File: src/rtl/lab61soc_input_debounce.sv
// Input conditioner for the switch PIO: per-bit 2-flop synchroniser, shared
// sample-tick prescaler and per-bit stability counter, plus registered
// rise/fall event pulses and a combined "changed" strobe.

// One debounce channel: owns its stability counter, clean level and pulses.
module lab61soc_input_debounce_lane #(
   parameter int STABLE_TICKS = 10,
   parameter int CW           = 4,
   parameter bit INIT         = 1'b0
) (
   input  logic clk,
   input  logic reset_n,
   input  logic i_tick,
   input  logic i_enable,
   input  logic i_sync,
   output logic o_level,
   output logic o_rise,
   output logic o_fall,
   output logic o_evt_nxt
);
   localparam logic [CW-1:0] LAST = CW'(STABLE_TICKS - 1);

   logic          r_level, r_rise, r_fall;
   logic [CW-1:0] r_cnt;
   logic          w_level_nxt, w_rise_nxt, w_fall_nxt;
   logic [CW-1:0] w_cnt_nxt;

   // Next level/count: agreement always clears the count, so a glitch back restarts it.
   always_comb begin
      w_level_nxt = r_level;
      w_cnt_nxt   = r_cnt;
      if (!i_enable) begin
         w_level_nxt = i_sync;
         w_cnt_nxt   = '0;
      end else if (i_sync == r_level) begin
         w_cnt_nxt   = '0;
      end else if (i_tick && (r_cnt == LAST)) begin
         w_level_nxt = i_sync;
         w_cnt_nxt   = '0;
      end else if (i_tick) begin
         w_cnt_nxt   = r_cnt + 1'b1;
      end
      w_rise_nxt = w_level_nxt & ~r_level;
      w_fall_nxt = ~w_level_nxt & r_level;
   end

   // Level, counter and pulses share one edge so a pulse marks the first cycle of the new level.
   always_ff @(posedge clk or negedge reset_n) begin
      if (!reset_n) begin
         r_level <= INIT;
         r_cnt   <= '0;
         r_rise  <= 1'b0;
         r_fall  <= 1'b0;
      end else begin
         r_level <= w_level_nxt;
         r_cnt   <= w_cnt_nxt;
         r_rise  <= w_rise_nxt;
         r_fall  <= w_fall_nxt;
      end
   end

   assign o_level   = r_level;
   assign o_rise    = r_rise;
   assign o_fall    = r_fall;
   assign o_evt_nxt = w_rise_nxt | w_fall_nxt;
endmodule

module lab61soc_input_debounce #(
   parameter int WIDTH        = 8,
   parameter int TICK_DIV     = 50000,
   parameter int STABLE_TICKS = 10,
   parameter int INIT_LEVEL   = 0,
   parameter int ACTIVE_LOW   = 0
) (
   input  logic             clk,
   input  logic             reset_n,
   input  logic [WIDTH-1:0] raw_in,
   input  logic             enable,
   output logic [WIDTH-1:0] out_port,
   output logic [WIDTH-1:0] rise_pulse,
   output logic [WIDTH-1:0] fall_pulse,
   output logic             changed
);
   localparam int         PW   = (TICK_DIV > 1) ? $clog2(TICK_DIV) : 1;
   localparam int         CW   = $clog2(STABLE_TICKS + 1);
   localparam logic       INIT = (INIT_LEVEL != 0);
   localparam logic [PW-1:0] PRE_LAST = PW'(TICK_DIV - 1);

   logic [WIDTH-1:0] w_pol, w_evt_nxt;
   logic [WIDTH-1:0] r_sync1, r_sync2;
   logic [PW-1:0]    r_pre;
   logic             w_tick;
   logic             r_changed;

   assign w_pol  = (ACTIVE_LOW != 0) ? ~raw_in : raw_in;
   assign w_tick = (r_pre == PRE_LAST);

   // Two-flop synchroniser; only r_sync2 feeds the debounce logic.
   always_ff @(posedge clk or negedge reset_n) begin
      if (!reset_n) begin
         r_sync1 <= {WIDTH{INIT}};
         r_sync2 <= {WIDTH{INIT}};
      end else begin
         r_sync1 <= w_pol;
         r_sync2 <= r_sync1;
      end
   end

   // Free-running sample prescaler, keeps counting even in bypass.
   always_ff @(posedge clk or negedge reset_n) begin
      if (!reset_n) r_pre <= '0;
      else          r_pre <= w_tick ? '0 : r_pre + 1'b1;
   end

   genvar gi;
   generate
      for (gi = 0; gi < WIDTH; gi++) begin : g_lane
         lab61soc_input_debounce_lane #(
            .STABLE_TICKS (STABLE_TICKS),
            .CW           (CW),
            .INIT         (INIT)
         ) u_lane (
            .clk       (clk),
            .reset_n   (reset_n),
            .i_tick    (w_tick),
            .i_enable  (enable),
            .i_sync    (r_sync2[gi]),
            .o_level   (out_port[gi]),
            .o_rise    (rise_pulse[gi]),
            .o_fall    (fall_pulse[gi]),
            .o_evt_nxt (w_evt_nxt[gi])
         );
      end
   endgenerate

   // Single strobe for any channel event, aligned with the per-bit pulses.
   always_ff @(posedge clk or negedge reset_n) begin
      if (!reset_n) r_changed <= 1'b0;
      else          r_changed <= |w_evt_nxt;
   end

   assign changed = r_changed;
endmodule

File: config.mk
export PLATFORM = sky130hd
export DESIGN_NAME = lab61soc_input_debounce
export DESIGN_NICKNAME = d
export VERILOG_FILES = /design/src/rtl/lab61soc_input_debounce.sv
export SDC_FILE = /design/constraint.sdc
export NUM_CORES = 1
export LEC_CHECK = 0
export CELL_PAD_IN_SITES_DETAIL_PLACEMENT = 1
export CELL_PAD_IN_SITES_GLOBAL_PLACEMENT = 2
export CORE_MARGIN = 1
export CORE_UTILIZATION = 35
export CTS_CLUSTER_DIAMETER = 30
export CTS_CLUSTER_SIZE = 8
export DETAILED_ROUTE_END_ITERATION = 6
export GPL_TIMING_DRIVEN = 0
export PLACE_DENSITY = 0.72
export SLEW_MARGIN = 20
export SYNTH_ARGS = -nofsm -noshare
export SYNTH_HDL_FRONTEND = slang
export SYNTH_SLANG_ARGS = --single-unit
File: constraint.sdc
create_clock -name clk -period 3.65 [get_ports clk]
set_input_delay 0.365 -clock clk [delete_from_list [all_inputs] [get_ports clk]]
set_output_delay 0.365 -clock clk [all_outputs]
set_load 0.01 [all_outputs]
==> reports/metrics.cfg, run 1 <==
[critical_path]
cp-end-kind=register
startpoint_type=register
crit_fanout=10
critical_path.max_stage_delay_ns=0.57
crit_family=simple AND/OR/NAND/NOR gates
slowest_stage=or4b_4
path_cells=or4b_4, nor4_1, clkbuf_2, a21o_1, mux2_2, ha_1, nand4_1, or2_2
arrival_ns=3.52
critPathLaunch=r_pre[10]$_DFF_PN0_
timing.rr.start=r_pre[10]$_DFF_PN0_
required_ns=3.88
path_class=reg2reg
crit_buf_inv=1

[final_layout]
drive_gt1_share_pct=13.50
finalNetCount=492
antenna_cells=0
finalInstanceArea_sq_um=5246
synthToLayoutAreaGrowth_pct=20.14

[synth]
ys_warn_count=0
synthCells=401
syn_nets=445
ys_top_cells_by_area=dfrtp_1, ha_1, buf_4, mux2i_1, nor2_1
synth_top_area_share_pct=51.00
syn_area_per_cell_sq_um=10.89
ys_ff_latch=89
syn-cell-area_sq_um=4367
yosysSeqAreaShare_pct=51.00
yosysUniqueCellTypes=38
yosysTopAreaCell=dfrtp_1

[timing]
layout_min_cycle_time_ns=3.294
rsz0062_at_grt=false
post-route-period-util_pct=90.24
slew_violations=0
whs_ns=0.3483
finalSetupTns_ns=0
slew-limit-headroom_pct=57.39
tightest_slew_ns=0.6323
max_freq_mhz=303.6
fin_worst_skew_ns=0.004872
hold_violations=0
setup_viol=0

[floorplanning]
start_util_pct=36.20
rows=40
die-width_um=113.7
core_sq_um=12060
io-pin-count=36
dieArea_sq_um=12930
die_h_um=113.7

[grt]
antenna_found_initial=0
grt_remaining_overflow=0
grt_usage_pct=16.52
grt_max_degree=57
grt_pass1_wl_um=16250
grt_pass1_vias=3200

[drt]
wire_per_inst_um=15.28
viasPerCell=4.900
ant_nets=0
drtIter0Drc=70
first_pass_iters=4
vias=3038
finalWirelength_um=9475
drc=0

[clocking]
root_buffer=clkbuf_16
clk_latency_ns=0.34
htree_levels=3
cts_tree=built
cts_buffers=9
post_cts_buffers=0
clk_path_buf_depth=2
cts.sinks=89
path_clk_slew_ns=0.06

[placed_design]
place.gp.congestion=0.7335
placed_cell_area_sq_um=4954
port-buffer-count=34
dp_hpwl_um=6514

[pwr]
ir_drop_v=0.0002889
p_leak_nw=2.339
finalPower_w=0.002228
powerDensity_nw_per_um2=424.6

[hold_path]
hold_start=r_sync1[4]$_DFF_PN0_
worstHoldPathType=reg2reg

[job]
drv_cap=0

[outcome]
outcome=finished clean

metrics by stage:
step | cells | worst slack, ns | utilization [%]
finish | 620 | 0.3562 | 43.50
global route | 620 | 0.09873 | 43.50
CTS | 620 | 0.07293 | 43.49
detailed placement | 604 | 0.1546 | 41.07
global placement | 603 | -1.366 | 40.77
floorplan | 401 | 0.7660 | -
worst reg2reg max path: stages (launching register included):
cell and delay (ns):
dfrtp_1 0.42, or4b_4 0.57, nor4_1 0.54, clkbuf_2 0.39
a21o_1 0.21, mux2_2 0.36, ha_1 0.30, nand4_1 0.10
or2_2 0.29
registers in the layout, summed over array words and instances, names as in the netlist:
name	flops
g_lane.u_lane.r_cnt	32
r_pre	16
g_lane.u_lane.o_fall	8
g_lane.u_lane.o_level	8
g_lane.u_lane.o_rise	8
r_sync1	8
r_sync2	8
changed	1
timing repair:
action | 4_1_cts | 5_1_grt
resized for setup | 0 | 2
hold endpoints to repair | 33 | 0
setup endpoints to repair | 0 | 1
hold buffers | 1 | 0
cells in the mapped netlist, drive strengths merged:
cell	instances
a21boi	2
and3	5
or4	5
mux2i	16
inv	27
ha	33
nor2	31
nand2	17
nand4b	2
dfrtp	89
a21oi	16
or4b	3
and3b	4
or3	9
or3b	1
a31o	6
or2	1
xor2	9
clkbuf	7
and2	1
o21ai	16
o41ai	2
a311oi	2
mux2	8
buf	27
a21o	4
nor3	12
nand4	7
o311ai	1
a2111oi	2
nor4	4
nand3	16
xnor2	12
nor3b	1
a211oi	3
routing by layer:
metal	up-vias	part of all wire, %	global-route usage [%]
met2	25	49	26.59
li1	1464	-	-
met4	0	1.8	7.982
met1	1536	47	21.62
met3	13	2.0	2.869
met5	-	0	0
cell type report:
type | instances | area (sq um)
Fill cell | 1330 | 6815
Sequential cell | 89 | 2227
Multi-Input combinational cell | 251 | 1826
Timing Repair Buffer | 36 | 379.1
Clock buffer | 12 | 266.5
Buffer | 34 | 221.5
Tap cell | 168 | 210.2
Inverter | 27 | 101.3
Clock inverter | 3 | 15.01
path summary, 6_finish.rpt:
kind	end	slack (ns)	cells after the start
setup / recovery	changed$_DFF_PN0_	0.36	8
hold / removal	r_sync2[4]$_DFF_PN0_	0.35	0
setup reg to reg	changed$_DFF_PN0_	0.36	8
hold reg to reg	r_sync2[4]$_DFF_PN0_	0.35	0
max in group asynchronous	g_lane[5].u_lane.r_cnt[0]$_DFFE_PN0P_	2.55	3
min in group asynchronous	r_pre[8]$_DFF_PN0_	0.49	2
where the power goes:
part | total, W | leakage, nW | internal, W | switching, W
logic | 0.000283 | 1.04 | 0.000154 | 0.000130
registers | 0.00106 | 1.15 | 0.00103 | 0.0000302
clock network | 0.000886 | 0.144 | 0.000510 | 0.000376
total | 0.00223 | 2.34 | 0.00169 | 0.000536
cells in the final DEF, fill, tap and decap left out, types with 5 or more instances in the layout:
cell type        synthesis  routed
dfrtp_1                 89      89
ha_1                    33      33
clkdlybuf4s50_1          0      33
nor2_1                  31      31
inv_1                   27      27
buf_4                   24      24
nand2_1                 17      17
mux2i_1                 16      16
o21ai_0                 16      16
nand3_1                 16      16
a21oi_1                 16      16
xnor2_1                 12      12
nor3_1                  12      12
xor2_1                   9       9
or3_1                    9       9
clkbuf_16                0       9
mux2_2                   8       8
nand4_1                  7       7
clkbuf_1                 7       6
a31o_2                   6       6
and3_1                   5       5
or4_1                    5       5
cells by family (layout without fill, tap and decap cells):
family          count (synthesis)  after routing  share of synthesized area, %
buf+inv                        61            112                         7.364
mux                            24             24                         5.731
flops                          89             89                         51.00
fa+ha+maj                      33             33                         9.456
simple gates                  119            119                         14.41
compound gates                 54             54                         7.823
xor+xnor                       21             21                         4.212
No activity file was read; power rests on OpenSTA's default activity.
==> run 2: changes to the inputs <==
--- a/config.mk
+++ b/config.mk
@@ -5,6 +5,7 @@
 export SDC_FILE = /design/constraint.sdc
 export NUM_CORES = 1
 export LEC_CHECK = 0
+export CAP_MARGIN = 0
 export CELL_PAD_IN_SITES_DETAIL_PLACEMENT = 1
 export CELL_PAD_IN_SITES_GLOBAL_PLACEMENT = 2
 export CORE_MARGIN = 1
@@ -14,7 +15,7 @@
 export DETAILED_ROUTE_END_ITERATION = 6
 export GPL_TIMING_DRIVEN = 0
 export PLACE_DENSITY = 0.72
-export SLEW_MARGIN = 20
+export SLEW_MARGIN = 0
 export SYNTH_ARGS = -nofsm -noshare
 export SYNTH_HDL_FRONTEND = slang
 export SYNTH_SLANG_ARGS = --single-unit
==> run 2 against run 1 <==
Against the previous run:
- critical path depth is the same
- via count grew 0.56%
- register-to-register slack lost 0.06 ns
- sequential share of layout area shrank 0.071 points
- count of clock-buffer cells in the layout grew 2
- clock skew grew 0.0051 ns
- power grew 1.6%
- worst setup slack lost 0.062 ns
- combinational power is essentially flat
- largest power group unchanged
==> reports/metrics.cfg, run 2 (synthesized netlist as in run 1, its figures left out) <==
[critical_path]
r2r_end=changed$_DFF_PN0_
r2r_cells=8  ; unchanged
timing.rr.start=r_pre[10]$_DFF_PN0_
startpoint_type=register
path_class=reg2reg
required_ns=3.88  ; about the same
crit_fanout=10  ; unchanged
r2r_slack_ns=0.29  ; -0.06 ns
arrival_ns=3.58  ; +0.06 ns
cp-end-kind=register

[hold_path]
hold_depth=0  ; unchanged
hold_start=r_sync1[2]$_DFF_PN0_
worstHoldPathType=reg2reg
hold_path_end=r_sync2[2]$_DFF_PN0_

[timing]
whs_ns=0.3407  ; -0.007622 ns
tightest_slew_ns=0.7066  ; +0.07433 ns
rsz0062_at_grt=false
max_freq_mhz=298.0  ; -1.9%
fin_worst_skew_ns=0.009955  ; +0.005083 ns
slew_violations=0  ; unchanged
setup_slack_ns=0.2939  ; -0.06233 ns
post-route-period-util_pct=91.95  ; +1.7 points
slew-limit-headroom_pct=52.38  ; -5.0 points
hold_violations=0  ; unchanged
layout_min_cycle_time_ns=3.356  ; +0.06233 ns
setup_viol=0  ; unchanged

[clocking]
path_clk_slew_ns=0.07  ; about the same
post_cts_buffers=0  ; unchanged
cts_tree=built
htree_levels=3  ; unchanged
root_buffer=clkbuf_16
clk_path_buf_depth=2  ; unchanged
clk_latency_ns=0.35  ; about the same
cts_buffers=9  ; unchanged
cts.sinks=89  ; unchanged

[pwr]
seqPwrFrac_pct=46.8  ; -0.7 points
clockPowerShare_pct=40.7  ; +0.9 points
power_frac_comb_pct=12.5  ; -0.2 points
switchingPower_w=0.0005469  ; +2.1%
ir_drop_v=0.0002869  ; -0.70%
sw_frac_of_total_pct=24.17  ; +0.11 points
p_leak_nw=2.342  ; +0.14%
p_int_w=0.001716  ; +1.4%
powerDensity_nw_per_um2=430.6  ; +1.4%

[drt]
viasPerCell=4.919  ; +0.40%
finalWirelength_um=9514  ; +0.41%
drc=0  ; unchanged
ant_nets=0  ; unchanged
wire_per_inst_um=15.32  ; +0.25%
drtIter0Drc=70  ; unchanged
vias=3055  ; +0.56%
first_pass_iters=4  ; unchanged

[final_layout]
regMostFlops=g_lane.u_lane.r_cnt
layout_commonest_cell=dfrtp_1
mostFrequentLayoutCells=dfrtp_1, ha_1, clkdlybuf4s50_1
final-instance-count-excl-fill=621  ; +0.16%
largestRegisters=g_lane.u_lane.r_cnt: 32 flops, r_pre: 16 flops
synthToLayoutAreaGrowth_pct=20.34
drive_gt1_share_pct=13.47  ; -0.030 points
antenna_cells=0  ; unchanged
finalNetCount=492  ; unchanged
nFillCells=1333  ; +0.23%
largest_reg_flops=32  ; unchanged

[floorplanning]
die-width_um=113.7  ; unchanged
dieArea_sq_um=12930  ; unchanged
die_h_um=113.7  ; unchanged
start_util_pct=36.20  ; unchanged
rows=40  ; unchanged
io-pin-count=36  ; unchanged
core_sq_um=12060  ; unchanged

[placed_design]
dpl.cell_count=604  ; unchanged
port-buffer-count=34  ; unchanged
place.gp.congestion=0.7335  ; unchanged
detailedPlace.worstSlack_ns=-0.01989  ; -0.1745 ns
dp_hpwl_um=6503  ; -0.16%

[grt]
grt_remaining_overflow=0  ; unchanged
grt_max_degree=57  ; unchanged
grt_usage_pct=16.55  ; +0.033 points
antenna_found_initial=0  ; unchanged
grt_pass1_wl_um=16220  ; -0.21%
grt_pass1_vias=3160  ; -1.3%

[job]
drv_cap=0  ; unchanged

[outcome]
outcome=finished clean

## run 2: timing repair
| item | CTS | global route |
|---|---|---|
| endpoints found under the setup margin | 1 | 1 |
| hold buffers | 1 | 0 |
| resized for setup | 1 | 2 |
| gates cloned | 0 | 0 |
| endpoints found under the hold margin | 33 | 0 |
## run 2: cell type report
cell class                      instances  area (sq um)  area share (%)
Timing Repair Buffer                   36         375.4           7.143
Tap cell                              168         210.2           4.000
Multi-Input combinational cell        251          1826           34.74
Inverter                               27         101.3           1.929
Sequential cell                        89          2227           42.38
Buffer                                 34         221.5           4.214
Clock inverter                          2         10.01          0.1905
Clock buffer                           14         284.0           5.405
## run 2: per-layer routing
layer	global-route usage, %	vias up	routed length, um
li1	-	1463	-
met1	21.75	1548	4567
met2	26.34	30	4570
met3	2.922	14	182
met4	8.333	0	193
met5	0	-	0
## run 2: worst max path at each step
stage,startpoint,to,cells after the start
2_1_floorplan,r_pre[11]$_DFF_PN0_,changed$_DFF_PN0_,8
3_3_place_gp,reset_n,g_lane[5].u_lane.o_rise$_DFF_PN0_,1
3_5_place_dp,r_pre[11]$_DFF_PN0_,changed$_DFF_PN0_,7
4_1_cts,r_pre[11]$_DFF_PN0_,changed$_DFF_PN0_,8
5_1_grt,r_pre[10]$_DFF_PN0_,changed$_DFF_PN0_,8
6_report,r_pre[10]$_DFF_PN0_,changed$_DFF_PN0_,8
## run 2: critical path: stages, from the launching register on
cell and delay [ns]:
dfrtp_1 0.43, or4b_4 0.57, nor4_1 0.58, clkbuf_2 0.40, a21o_1 0.19, mux2_2 0.36, ha_1 0.31, nand4_1 0.10
or2_2 0.29
## run 2: power by group through the flow
stage               clock network [W]  logic (W)  registers, W
detailed placement                  0   0.000286       0.00108
global placement                    0   0.000280       0.00108
finish                       0.000921   0.000283       0.00106
CTS                          0.000949   0.000292       0.00106
floorplan                           0   0.000147       0.00107
global route                 0.000985   0.000313       0.00107
## run 2: through the flow
stage / utilization (%) / setup TNS, ns / total power [W] / instance area, sq um
finish: 43.57 / 0 / 0.002263 / 5255
global route: 43.57 / 0 / 0.002363 / 5255
CTS: 43.56 / 0 / 0.002301 / 5254
detailed placement: 40.98 / -0.01989 / 0.001364 / 4942
global placement: 40.77 / -120.87 / 0.001357 / 4917
floorplan: - / 0 / 0.001218 / 4367
